**src/rtl/riscado_pkg.sv**
```systemverilog
// Shared fetch-path types and defaults used by instr_fetch and fetch_fifo.
package riscado_pkg;

  localparam logic [31:0] DEFAULT_RESET_PC   = 32'h0000_0000;
  localparam int          DEFAULT_FIFO_DEPTH = 4;

  // One buffered instruction together with the byte address it came from.
  typedef struct packed {
    logic [31:0] pc;
    logic [31:0] instr;
  } fetch_entry_t;

  // Fetch addresses are always word aligned.
  function automatic logic [31:0] align_pc(input logic [31:0] pc);
    return pc & 32'hFFFF_FFFC;
  endfunction

endpackage

```
**src/rtl/fetch_fifo.sv**
```systemverilog
// Synchronous instruction buffer with flush. A push is accepted while full
// when a pop happens in the same cycle. The head reads as zero when empty.
module fetch_fifo
  import riscado_pkg::*;
#(
  parameter int DEPTH = DEFAULT_FIFO_DEPTH
) (
  input  logic                     clk,
  input  logic                     reset,
  input  logic                     flush,
  input  logic                     push,
  input  fetch_entry_t             wdata,
  input  logic                     pop,
  output fetch_entry_t             rdata,
  output logic                     full,
  output logic                     empty,
  output logic [$clog2(DEPTH):0]   count
);

  localparam int AW = $clog2(DEPTH);

  fetch_entry_t      mem [DEPTH];
  logic [AW-1:0]     wptr, rptr;
  logic              do_push, do_pop;

  assign empty   = (count == '0);
  assign full    = (count == (AW+1)'(DEPTH));
  assign do_pop  = pop && !empty;
  assign do_push = push && (!full || do_pop);
  assign rdata   = empty ? '0 : mem[rptr];

  // Pointers and occupancy; flush and reset both empty the buffer.
  always_ff @(posedge clk) begin
    if (reset || flush) begin
      wptr  <= '0;
      rptr  <= '0;
      count <= '0;
    end else begin
      if (do_push) wptr <= wptr + 1'b1;
      if (do_pop)  rptr <= rptr + 1'b1;
      case ({do_push, do_pop})
        2'b10:   count <= count + 1'b1;
        2'b01:   count <= count - 1'b1;
        default: ;
      endcase
    end
  end

  // Storage array; contents only matter between the pointers.
  always_ff @(posedge clk) begin
    if (do_push) mem[wptr] <= wdata;
  end

endmodule

```
**src/rtl/instr_fetch.sv**
```systemverilog
// Instruction fetch unit: issues word reads to a one-cycle registered ROM,
// buffers the returned words with their PCs and hands them to a valid/ready
// consumer. Redirect flushes everything and restarts at a new address.
// Optional build macro IFETCH_PERF_CNT_EN adds fetchCount / stallCount.
module instr_fetch
  import riscado_pkg::*;
#(
  parameter logic [31:0] RESET_PC   = DEFAULT_RESET_PC,
  parameter int          FIFO_DEPTH = DEFAULT_FIFO_DEPTH
) (
  input  logic        clk,
  input  logic        reset,
  output logic        romEnable,
  output logic [31:0] romAddress,
  input  logic [31:0] romData,
  input  logic        redirect,
  input  logic [31:0] redirectPc,
  output logic        instrValid,
  input  logic        instrReady,
  output logic [31:0] instr,
  output logic [31:0] instrPc
`ifdef IFETCH_PERF_CNT_EN
  ,
  output logic [31:0] fetchCount,
  output logic [31:0] stallCount
`endif
);

  localparam int CW = $clog2(FIFO_DEPTH) + 1;

  fetch_entry_t    head, wentry;
  logic            empty, full, inflight, issue, push, pop;
  logic [CW-1:0]   count;
  logic [CW:0]     pending;
  logic [31:0]     fetchPc, inflightPc;

  // Buffered plus outstanding words must leave room for the new request,
  // so a returning word always finds a free slot.
  assign pending    = {1'b0, count} + {{CW{1'b0}}, inflight};
  assign issue      = !reset && !redirect && !full && (pending < (CW+1)'(FIFO_DEPTH));
  assign romEnable  = issue;
  assign romAddress = fetchPc;

  // romData is only meaningful the cycle after an issue; a redirect drops it.
  assign push       = inflight && !redirect;
  assign pop        = instrValid && instrReady && !redirect;
  assign wentry     = '{pc: inflightPc, instr: romData};

  assign instrValid = !empty && !reset;
  assign instr      = head.instr;
  assign instrPc    = head.pc;

  fetch_fifo #(.DEPTH(FIFO_DEPTH)) u_fifo (
    .clk   (clk),
    .reset (reset),
    .flush (redirect),
    .push  (push),
    .wdata (wentry),
    .pop   (pop),
    .rdata (head),
    .full  (full),
    .empty (empty),
    .count (count)
  );

  // Fetch PC and the single outstanding-request tracker.
  always_ff @(posedge clk) begin
    if (reset) begin
      fetchPc    <= align_pc(RESET_PC);
      inflight   <= 1'b0;
      inflightPc <= '0;
    end else if (redirect) begin
      fetchPc    <= align_pc(redirectPc);
      inflight   <= 1'b0;
    end else begin
      inflight <= issue;
      if (issue) begin
        fetchPc    <= fetchPc + 32'd4;
        inflightPc <= fetchPc;
      end
    end
  end

`ifdef IFETCH_PERF_CNT_EN
  // Event counters: ROM issues and consumer back-pressure cycles.
  always_ff @(posedge clk) begin
    if (reset) begin
      fetchCount <= '0;
      stallCount <= '0;
    end else begin
      if (issue)                     fetchCount <= fetchCount + 32'd1;
      if (instrValid && !instrReady) stallCount <= stallCount + 32'd1;
    end
  end
`endif

endmodule

```
**config.mk**
```make
export PLATFORM = sky130hd
export DESIGN_NAME = instr_fetch
export DESIGN_NICKNAME = d
export VERILOG_FILES = /design/src/rtl/riscado_pkg.sv /design/src/rtl/fetch_fifo.sv /design/src/rtl/instr_fetch.sv
export SDC_FILE = /design/constraint.sdc
export NUM_CORES = 1
export LEC_CHECK = 0
export CAP_MARGIN = 10
export CELL_PAD_IN_SITES_DETAIL_PLACEMENT = 1
export CELL_PAD_IN_SITES_GLOBAL_PLACEMENT = 1
export CORE_MARGIN = 10
export CORE_UTILIZATION = 50
export CTS_BUF_LIST = sky130_fd_sc_hd__clkbuf_16
export CTS_CLUSTER_SIZE = 10
export DETAILED_ROUTE_END_ITERATION = 8
export GPL_ROUTABILITY_DRIVEN = 0
export PLACE_DENSITY = 0.95
export SETUP_SLACK_MARGIN = 0.3
export SKIP_LAST_GASP = 1
export SYNTH_ARGS = -nofsm -noshare
export SYNTH_HDL_FRONTEND = slang
export SYNTH_SLANG_ARGS = --single-unit
```
**constraint.sdc**
```tcl
create_clock -name clk -period 4.85 [get_ports clk]
set_input_delay 0.7275 -clock clk [delete_from_list [all_inputs] [get_ports clk]]
set_output_delay 0.7275 -clock clk [all_outputs]
set_load 0.05 [all_outputs]
```
### Word level (Yosys, flattened, before mapping)

Memories as Yosys holds them, arrays and structs flattened. A register that Yosys moved wholly into a read port is not among the register bits.
Index checks and enable logic that the tools add are counted.

* add/sub/neg operators: 6
* magnitude comparators: 1
* equal/unequal tests: 3
* mux-type cells: 8
* bitwise operators: 1
* reductions and logical operators: 20

Operator list (count)
* two-way mux 32 bit: 2
* two-way mux 64 bit: 1
* adder 32 x 3 -> 32 bit (second input constant): 1
* logical AND 1 bit: 9
* case mux 3 bit (2 select lines): 1
* adder 2 x 1 -> 2 bit (second input constant): 2
* adder 3 x 1 -> 4 bit: 1
* zero test 1 bit: 4
* less-than comparator 4 x 3 -> 1 bit (second input constant): 1
* two-way mux 2 bit: 2
* nonzero test 2 bit: 2
* adder 3 x 1 -> 3 bit (second input constant): 1
* equality test 3 bit (second input constant): 1
* zero test 3 bit: 1
* subtractor 3 x 1 -> 3 bit (second input constant): 1
* equality test 2 x 1 -> 1 bit (second input constant): 1
* equality test 2 bit (second input constant): 1
* logical OR 1 bit: 2
* two-way mux 1 bit: 2
* AND reduction 2 bit: 1
* OR reduction 2 bit: 1
* NOT 1 bit: 1

* register bits after elaboration: 72
* bits in writable memories: 256
* input port bits: 68
* output and inout bits: 98
* word-level logic and storage cells: 47
* memories kept: 1

Memory list
* u_fifo.mem: depth 4, width 64, rd ports 1, clocked after Yosys merged registers in 1, wr ports 1, RTL line fetch_fifo.sv:22 `fetch_entry_t mem [DEPTH];`

### Depth between registers and ports, before layout

Gate-level depths: netlist of run 1.

* depth in word-level cells: 10
* gate-level depth with buffers: 11
* depth with buffers taken out: 11

### Cells and area by module

From an unflattened synthesis of run 1, not the netlist that was laid out.

* cell total of the unflattened synthesis: 831
* area total of the unflattened synthesis: 13105.1 µm²

By module, submodules not included
* fetch_fifo: instances 1, cells an instance 473, area an instance 10272.4 µm²
* instr_fetch: instances 1, cells an instance 358, area an instance 2832.7 µm²

### Worst setup path after synthesis of run 1

No wires, ideal clock.

* path type: input port to flip-flop
* from: input reset
* to: memory u_fifo.mem[0][0] in the netlist's numbering, enable pin
* arrival: 2.760 ns
* required time: 4.424 ns
* setup slack: 1.663 ns
* stages: 4
* path buffers: 0
* path through: inv_1 -> a21oi_1 -> nor3b_1 -> and2_1

* longest elaborated chain between the ends: 9

Ends and longest elaborated chain
* start: declaration: RTL line instr_fetch.sv:12 `input logic reset,`
* zero test 1 bit: RTL line instr_fetch.sv:49 `assign instrValid = !empty && !reset;`
* logical AND 1 bit: RTL line instr_fetch.sv:49
* logical AND 1 bit (2 in a row): RTL line instr_fetch.sv:46 `assign pop = instrValid && instrReady && !redirect;`
* logical AND 1 bit: RTL line fetch_fifo.sv:28 `assign do_pop = pop && !empty;`
* logical OR 1 bit: RTL line fetch_fifo.sv:29 `assign do_push = push && (!full || do_pop);`
* logical AND 1 bit: RTL line fetch_fifo.sv:29
* two-way mux 1 bit: RTL line fetch_fifo.sv:51 `if (do_push) mem[wptr] <= wdata;`
* two-way mux 1 bit (implied by the code): RTL line fetch_fifo.sv:51
* end: declaration: RTL line fetch_fifo.sv:22

Every way passes these cells.

### Worst setup path in the final report of run 1

* from: register u_fifo.count[1]
* to: output instrPc[31]

* longest elaborated chain between the ends: 2

Ends and longest elaborated chain
* start: declaration: RTL line fetch_fifo.sv:17 `output logic [$clog2(DEPTH):0] count`
* start signal: assignment: RTL line fetch_fifo.sv:42 `2'b10: count <= count + 1'b1;`
* start signal: assignment: RTL line fetch_fifo.sv:43 `2'b01: count <= count - 1'b1;`
* zero test 3 bit: RTL line fetch_fifo.sv:26 `assign empty = (count == '0);`
* two-way mux 64 bit: RTL line fetch_fifo.sv:30 `assign rdata = empty ? '0 : mem[rptr];`
* end: declaration: RTL line instr_fetch.sv:21 `output logic [31:0] instrPc`

Every way passes these cells.

==> results.json, run 1 <==
{
  "path_buf_inv": 2,
  "post-route-period-util_pct": 78.5,
  "cts.sinks": 318,
  "grt.met3_usage_pct": 4.42,
  "grt_util_met1_pct": 24.9,
  "cts_setup_buffers": 0,
  "num_antenna_cells": 0,
  "synth_top_cell_by_area": "edfxtp_1",
  "die-width_um": 179,
  "path_clk_slew_ps": 60,
  "dp_hpwl_um": 19500,
  "synth_flop_cell": "edfxtp_1",
  "die_y_um": 179,
  "area_growth_pct": 24.0,
  "rsz0062_at_grt": "no",
  "post_cts_resized": 0,
  "critPathTopFamily": "buffers and inverters",
  "utilization_pct": 62.5,
  "crit_required_ps": 4120,
  "grt_pass1_wl_um": 48700,
  "cts_root_buffer": "clkbuf_16",
  "whs_ps": 511,
  "avgSynthCellArea_sq_um": 15.7,
  "post-place-ws_ps": 1450,
  "synth-edff-count": 248,
  "grtUsageMet2_pct": 33.8,
  "cp_slowest_cell": "clkdlybuf4s50_1",
  "status": "complete, no violations",
  "clock_latency_ps": 510,
  "worst_slack_ps": 1040,
  "yosys.area.top_type_share_pct": 59.0,
  "powerDensity_mw_per_mm2": 374,
  "p_total_mw": 5.85,
  "clk_path_buf_depth": 3,
  "ys_types": 49,
  "worst_ir_drop_vdd_mv": 0.238,
  "drive_gt1_share_pct": 13.7,
  "ys_seq_elements": 318,
  "cts_buffers": 38,
  "finClkSkew_ps": 16.4,
  "hold_viol": 0,
  "first_pass_iters": 5,
  "vias_per_cell": 5.67,
  "drv_cap": 0,
  "finalSetupViolCount": 0,
  "top_usage_layer": "met2",
  "io_pins": 166,
  "grt_overflow": 0,
  "synth_area_sq_mm": 0.0126,
  "end_kind": "output pin",
  "postLayoutCellArea_sq_mm": 0.0156,
  "initial_core_util_pct": 50.4,
  "critPathKind": "reg2out",
  "portBuffers": 159,
  "postCtsHoldBufs": 0,
  "fmax_mhz": 263,
  "syn_inst": 802,
  "cp-start-kind": "flop",
  "ant_nets": 0,
  "synth.area.top_cells": "edfxtp_1 59%, dfxtp_1 11%, mux4_2 11%",
  "track_usage_pct": 19.8,
  "drt_iter0_drc": 599,
  "htreeDepth": 2,
  "n_fill_cell": 2278,
  "async_flop_share_pct": 0,
  "hold_path_class": "reg2reg",
  "slew_violations": 0,
  "num_rows": 58,
  "fin_cells": 1312,
  "worstPathCellList": "or3_2, buf_4, and2_1, clkdlybuf4s50_1",
  "cp_slowest_stage_delay_ps": 850,
  "finalCriticalPeriod_ps": 3810,
  "dpl_cell_area_sq_mm": 0.0146,
  "grt_pass1_vias": 8294,
  "die-area_sq_mm": 0.0320,
  "worstMarginPinSlew_ps": 1010,
  "dp_cells": 1254,
  "antenna_found_initial": 0,
  "max_slew_margin_pct": 32.4,
  "coreArea_sq_mm": 0.0250,
  "finalSetupTns_ps": 0,
  "ys_seq_area_share_pct": 70.1,
  "path_max_fanout": 44,
  "cts_tree": "yes",
  "wl_per_cell_um": 24.0,
  "yosysWarnings": 0,
  "grt_max_degree": 63,
  "drt-total-wl_um": 31500,
  "layout.nets": 1039,
  "remaining_drc_errors": 0,
  "p_leak_nw": 5.14,
  "via_count": 7438,
  "cp_data_arrival_time_ps": 3080
}
==> metal layers <==
metal	vias up	routed length, um
met5	-	0
met4	0	522
met3	36	2080
met2	227	16000
met1	3840	12800
li1	3335	-
==> final cells by class <==
class / instances / area, sq um / share of cell area [%]
sequential: 318 / 8860 / 56.6
clock buffer: 41 / 1030 / 6.56
timing repair buffer: 170 / 1720 / 11.0
tap: 330 / 413 / 2.64
inverter: 11 / 41.3 / 0.264
clock inverter: 17 / 66.3 / 0.424
multi-input combinational: 425 / 3530 / 22.6
==> placed cells by master (no fill, tap or decap), types with 6 or more instances in the layout <==
master,count
mux4_2,62
nand3_1,16
clkbuf_16,41
xnor2_1,18
and4_1,7
xor2_1,9
edfxtp_1,248
nand4_1,7
a21oi_1,45
and2_1,63
o21ai_0,7
dfxtp_1,68
inv_1,24
nand2_1,86
nor2_1,27
clkdlybuf4s50_1,157
nor3_1,9
a211oi_1,11
buf_4,8
ha_1,6
==> synthesized netlist by cell type, drive strengths merged, types with 2 or more instances <==
master and count:
a211oi 11, a21oi 45, a311oi 2, a31oi 3
and2 67, and3 4, and4 7, buf 21
clkbuf 30, dfxtp 70, edfxtp 248, ha 6
inv 11, mux2 2, mux4 62, nand2 86
nand3 16, nand4 9, nor2 27, nor3 11
nor3b 3, nor4 5, o21a 2, o21ai 9
o22ai 2, or2 2, or3 5, xnor2 18
xor2 9
==> final timing paths <==
kind | endpoint | slack (ps) | startpoint | cells past startpoint
worst min-delay path | inflightPc[22] | 510 | inflightPc[22] | 2
worst max register to register | u_fifo.count[2] | 1600 | u_fifo.count[1] | 10
worst min register to register | inflightPc[22] | 510 | inflightPc[22] | 2
worst max-delay path | instrPc[31] | 1040 | u_fifo.count[1] | 4
==> registers in the layout (all words and copies together), names as in the netlist, named ones only <==
signal and flops:
inflight 1, u_fifo.count 3, u_fifo.rptr 2, u_fifo.mem 248, inflightPc 30, u_fifo.wptr 2
romAddress 30
==> logic make-up (layout without fill, tap and decap cells) <==
logic type                 Yosys count  count (layout)  synth area share [%]
other                                1               4                0.0297
xor gates and xnor gates            27              27                  1.87
muxes                               65              65                  11.3
adders and majority gates            7               7                 0.753
DFF                                318             318                  70.1
AOI/OAI and AO/OA                   78              78                  3.70
buffers and inverters               62             239                  2.10
and+or+nand+nor                    244             244                  10.1
==> worst min-delay path, delay by kind of cell (launching register included) <==
family	cells	cell delay, ps
simple gates	1	70
compound gates	1	60
flops	1	340
==> power breakdown <==
group	total [mW]	leakage [nW]	switching, mW	internal, mW
Clock	2.49	0.590	0.998	1.49
Sequential	3.02	2.89	0.0514	2.97
Combinational	0.336	1.66	0.202	0.134
Total	5.85	5.14	1.25	4.60
Power figures use the tool's default switching activity.
==> inputs of run 2 (changes only) <==
--- a/config.mk
+++ b/config.mk
@@ -9,12 +9,12 @@
 export CELL_PAD_IN_SITES_DETAIL_PLACEMENT = 1
 export CELL_PAD_IN_SITES_GLOBAL_PLACEMENT = 1
 export CORE_MARGIN = 10
-export CORE_UTILIZATION = 50
+export CORE_UTILIZATION = 42
 export CTS_BUF_LIST = sky130_fd_sc_hd__clkbuf_16
 export CTS_CLUSTER_SIZE = 10
 export DETAILED_ROUTE_END_ITERATION = 8
 export GPL_ROUTABILITY_DRIVEN = 0
-export PLACE_DENSITY = 0.95
+export PLACE_DENSITY = 0.86
 export SETUP_SLACK_MARGIN = 0.3
 export SKIP_LAST_GASP = 1
 export SYNTH_ARGS = -nofsm -noshare
==> constraint.sdc (replaced) <==
create_clock -name clk -period 3.1 [get_ports clk]
set_input_delay 0.465 -clock clk [delete_from_list [all_inputs] [get_ports clk]]
set_output_delay 0.465 -clock clk [all_outputs]
set_load 0.05 [all_outputs]
==> run 2 against run 1 <==
Effect of this change:
- sequential power increased by 57%
- flip-flop and latch count did not move
- clock-buffer cell count shrank 2
- combinational power increased by 57%
- global-route usage decreased by 3.4 points
- final cell count grew 5.4%
- clock power increased by 51%
- routed wire length shrank 0.74%
- die area grew 17%
- register-to-register slack got worse by 920 ps
- critical path type unchanged
- largest cell class unchanged
==> results.json, run 2 (synthesis results as in run 1) <==
{
  "status": "complete, no violations",
  "initial_core_util_pct": 42.6,
  "p_total_mw": 9.02,
  "fin_cells": 1383,
  "dp_cells": 1323,
  "cts_buffers": 38,
  "cp_data_arrival_time_ps": 2280,
  "powerDensity_mw_per_mm2": 573,
  "coreArea_sq_mm": 0.0296,
  "remaining_drc_errors": 0,
  "postLayoutCellArea_sq_mm": 0.0157,
  "worst_slack_ps": 355,
  "grt_max_degree": 55,
  "finClkSkew_ps": 17.1,
  "hold_path_class": "reg2reg",
  "cts_tree": "yes",
  "grt_pass1_wl_um": 49000,
  "hold_viol": 0,
  "drt_iter0_drc": 430,
  "wl_per_cell_um": 22.6,
  "grt_pass1_vias": 8263,
  "cts.sinks": 318,
  "path_max_fanout": 8,
  "cp_slowest_cell": "mux4_2",
  "finalSetupTns_ps": 0,
  "cts_root_buffer": "clkbuf_16",
  "antenna_found_initial": 0,
  "worstMarginPinSlew_ps": 598,
  "drive_gt1_share_pct": 20.5,
  "drt-total-wl_um": 31200,
  "rsz0062_at_grt": "yes",
  "critPathKind": "reg2out",
  "via_count": 7438,
  "largest_register": "u_fifo.mem",
  "postCtsHoldBufs": 0,
  "layout.nets": 1051,
  "whs_ps": 504,
  "worstPathCellList": "buf_4, mux4_2, and2_1, dlygate4sd2_1",
  "post-place-ws_ps": 380,
  "final_cell_mix": "248 x edfxtp_1, 94 x clkdlybuf4s50_1, 86 x nand2_1",
  "cp-start-kind": "flop",
  "cp_slowest_stage_delay_ps": 510,
  "portBuffers": 159,
  "dpl_cell_area_sq_mm": 0.0146,
  "end_kind": "output pin",
  "crit_required_ps": 2630,
  "clock_latency_ps": 510,
  "ant_nets": 0,
  "finalSetupViolCount": 0,
  "die-width_um": 193,
  "first_pass_iters": 5,
  "clk_path_buf_depth": 3,
  "num_antenna_cells": 0,
  "num_rows": 63,
  "fmax_mhz": 364,
  "drv_cap": 0,
  "p_leak_nw": 5.35,
  "slew_violations": 0,
  "grt_overflow": 0,
  "largest_register_ffs": 248,
  "htreeDepth": 2,
  "post-route-period-util_pct": 88.5,
  "finalCriticalPeriod_ps": 2740,
  "worst_ir_drop_vdd_mv": 0.351,
  "dp_hpwl_um": 20600,
  "final_common_cell": "edfxtp_1",
  "path_clk_slew_ps": 50,
  "area_growth_pct": 24.7,
  "io_pins": 166,
  "die-area_sq_mm": 0.0374,
  "utilization_pct": 53.1,
  "n_fill_cell": 2840,
  "max_slew_margin_pct": 60.1,
  "track_usage_pct": 16.4,
  "vias_per_cell": 5.38,
  "die_y_um": 193
}
[run 2: changes by cell type in the layout (fill, tap and decap cells not counted), sizes merged]
cell / change
clkdlybuf4s50: -63
dlygate4sd2: +6
inv: -1
buf: +68
clkbuf: -1
clkinv: +2
[run 2: routing by layer]
metal / GRT usage [%] / routed length (um) / up-vias
met5: 0 / 0 / -
met4: 4.75 / 625 / 0
met3: 3.65 / 1730 / 38
met2: 27.0 / 15200 / 208
met1: 21.2 / 13700 / 3829
li1: - / - / 3363
[run 2: final cells by class]
cell class                      count  area [sq um]  area share (%)
Clock buffer                       39           976            6.20
Clock inverter                     18          73.8           0.469
Inverter                           11          41.3           0.262
Multi-Input combinational cell    425          3530            22.4
Sequential cell                   318          8860            56.3
Tap cell                          390           488            3.10
Timing Repair Buffer              182          1770            11.3
[run 2: report_power, final]
group	internal [mW]	switching [mW]	total, mW
Combinational	0.211	0.315	0.526
Sequential	4.65	0.0794	4.73
Clock	2.23	1.53	3.77
[run 2: final timing paths]
kind,from,to,slack (ps),cells past startpoint
max,flop,instr[4],360,4
min,inflightPc[7],inflightPc[7],500,2
max reg2reg,u_fifo.count[2],u_fifo.count[2],680,9
min reg2reg,inflightPc[7],inflightPc[7],500,2
[run 2: repair_timing]
item / CTS / global route
gates resized for setup: 8 / 1
pin swaps: 0 / 0
endpoints found under the setup margin: 52 / 44
buffers inserted: 2 / 0
gates cloned: 0 / 1
[run 2: critical path: cells and delay by family (launching register included)]
kind | cells | cell delay [ps]
buffers and inverters | 2 | 610
flip-flops | 1 | 480
multiplexers | 1 | 510
AND/OR/NAND/NOR | 1 | 170
==> inputs of run 3 (changes only) <==
--- a/config.mk
+++ b/config.mk
@@ -8,6 +8,7 @@
 export CAP_MARGIN = 10
 export CELL_PAD_IN_SITES_DETAIL_PLACEMENT = 1
 export CELL_PAD_IN_SITES_GLOBAL_PLACEMENT = 1
+export CORE_ASPECT_RATIO = 0.6
 export CORE_MARGIN = 10
 export CORE_UTILIZATION = 42
 export CTS_BUF_LIST = sky130_fd_sc_hd__clkbuf_16
==> run 3 against run 2 <==
Effect of this change:
- core utilization decreased by 0.19 points
- power decreased by 0.16%
- flip-flop and latch count unchanged
- critical endpoint is now instr[29]
- highest routed layer is now met5
==> results.json, run 3 (synthesis results as in run 1) <==
{
  "cts_tree": "yes",
  "worstPathCellList": "buf_12, mux4_2, and2_1, dlygate4sd2_1",
  "max_slew_margin_pct": 56.1,
  "cp_slowest_stage_delay_ps": 500,
  "num_antenna_cells": 0,
  "critPathTopFamily": "buffers and inverters",
  "finalSetupViolCount": 0,
  "hold_end": "romAddress[23]",
  "die_y_um": 154,
  "comb_power_share_pct": 6.0,
  "p_sw_share_pct": 22.3,
  "p_clk_share_pct": 41.6,
  "critPathKind": "reg2out",
  "drt_iter0_drc": 473,
  "grt_max_degree": 55,
  "drive_gt1_share_pct": 20.5,
  "io_pins": 166,
  "status": "complete, no violations",
  "die-area_sq_mm": 0.0376,
  "dp_hpwl_um": 22200,
  "postCtsHoldBufs": 0,
  "fin_cells": 1418,
  "htreeDepth": 2,
  "path_clk_slew_ps": 60,
  "initial_core_util_pct": 42.4,
  "p_leak_nw": 5.43,
  "grt_overflow": 0,
  "via_count": 7527,
  "dp_cells": 1348,
  "p_total_mw": 9.01,
  "crit_required_ps": 2630,
  "cts.sinks": 318,
  "crit-reg2reg-capture": "u_fifo.count[2]",
  "final_common_cell": "edfxtp_1",
  "antenna_found_initial": 1,
  "hold_path_class": "in2reg",
  "hold_viol": 0,
  "finalCriticalPeriod_ps": 2680,
  "drt-total-wl_um": 33500,
  "vias_per_cell": 5.31,
  "first_pass_iters": 5,
  "coreArea_sq_mm": 0.0298,
  "die-width_um": 244,
  "portBuffers": 159,
  "track_usage_pct": 17.5,
  "path_max_fanout": 11,
  "multi_input_area_sq_mm": 0.00353,
  "holdPathStages": 5,
  "rsz0062_at_grt": "no",
  "num_rows": 49,
  "reg2reg_depth": 9,
  "cp_data_arrival_time_ps": 2220,
  "path_buf_inv": 2,
  "wl_per_cell_um": 23.6,
  "p_switching_mw": 2.01,
  "finalSetupTns_ps": 0,
  "grt_pass1_wl_um": 51100,
  "cts_root_buffer": "clkbuf_16",
  "slew_violations": 0,
  "r2r-start": "u_fifo.count[2]",
  "cp_slowest_cell": "mux4_2",
  "layout.nets": 1059,
  "worst_ir_drop_vdd_mv": 0.318,
  "finClkSkew_ps": 21.3,
  "utilization_pct": 52.9,
  "powerDensity_mw_per_mm2": 571,
  "end_kind": "output pin",
  "largest_register": "u_fifo.mem",
  "cp-start-kind": "flop",
  "cts_buffers": 37,
  "p_int_mw": 7.00,
  "drv_cap": 0,
  "worstMarginPinSlew_ps": 658,
  "largest_register_ffs": 248,
  "clock_latency_ps": 520,
  "remaining_drc_errors": 0,
  "reg2reg_slack_ps": 610,
  "fmax_mhz": 373,
  "pwr-share-seq_pct": 52.4,
  "n_fill_cell": 2885,
  "final_cell_mix": "248 x edfxtp_1, 94 x clkdlybuf4s50_1, 86 x nand2_1",
  "clk_path_buf_depth": 3,
  "post-route-period-util_pct": 86.6,
  "seqCellArea_sq_mm": 0.00886,
  "grt_pass1_vias": 8299,
  "ant_nets": 0,
  "area_growth_pct": 24.9,
  "hp-start": "reset"
}
-- run 3: cell count changes in the layout (fill, tap and decap cells not counted), sizes merged --
cell | before | now
clkinv | 3 | 0
clkbuf | 40 | 37
buf | 81 | 90
inv | 26 | 39
dlygate4sd2 | 6 | 7
-- run 3: power by group through the flow --
stage	sequential (mW)	combinational [mW]	clock [mW]
final	4.72	0.540	3.74
after global routing	4.73	0.574	4.01
after CTS	4.72	0.546	3.84
after detailed placement	4.81	0.541	0
after global placement	4.81	0.528	0
after floorplan	4.87	0.211	0
-- run 3: worst min-delay path: cells and delay by family --
kind / cells / cell delay, ps
AO/OA/AOI/OAI: 2 / 120
buffers and inverters: 3 / 350
-- run 3: layout make-up --
type	instances	area share (%)
multi-input combinational	425	22.4
timing repair buffer	191	11.4
sequential	318	56.2
clock inverter	28	0.667
inverter	11	0.262
clock buffer	37	5.87
tap	408	3.24
-- run 3: repair_timing --
item                                    CTS  global route
endpoints found under the setup margin   50             0
buffers inserted                          5             0
gates resized for setup                   9             0
-- run 3: worst max-delay path by stage --
stage / endpoint / slack, ps / cells after the start
final: instr[29] / 420 / 4
after global routing: instrPc[11] / 310 / 4
after CTS: instrPc[9] / 380 / 4
after detailed placement: u_fifo.count[2] / 340 / 9
after global placement: u_fifo.mem[0][27] / 400 / 6
after floorplan: u_fifo.count[2] / 670 / 10
-- run 3: through the flow --
| step | hold WS (ps) | instance area (sq um) | worst slack (ps) |
|---|---|---|---|
| 2_1_floorplan | 460 | 12600 | 673 |
| 3_3_place_gp | 478 | 14700 | 397 |
| 3_5_place_dp | 489 | 14700 | 336 |
| 4_1_cts | 439 | 15800 | 385 |
| 5_1_grt | 468 | 15800 | 307 |
| 6_report | 466 | 15800 | 417 |
-- run 3: metal layers --
layer	vias up	routed length, um	track usage (%)
li1	3389	-	-
met1	3927	14300	21.9
met2	165	17100	30.6
met3	44	1610	3.99
met4	2	432	3.65
met5	-	13	0
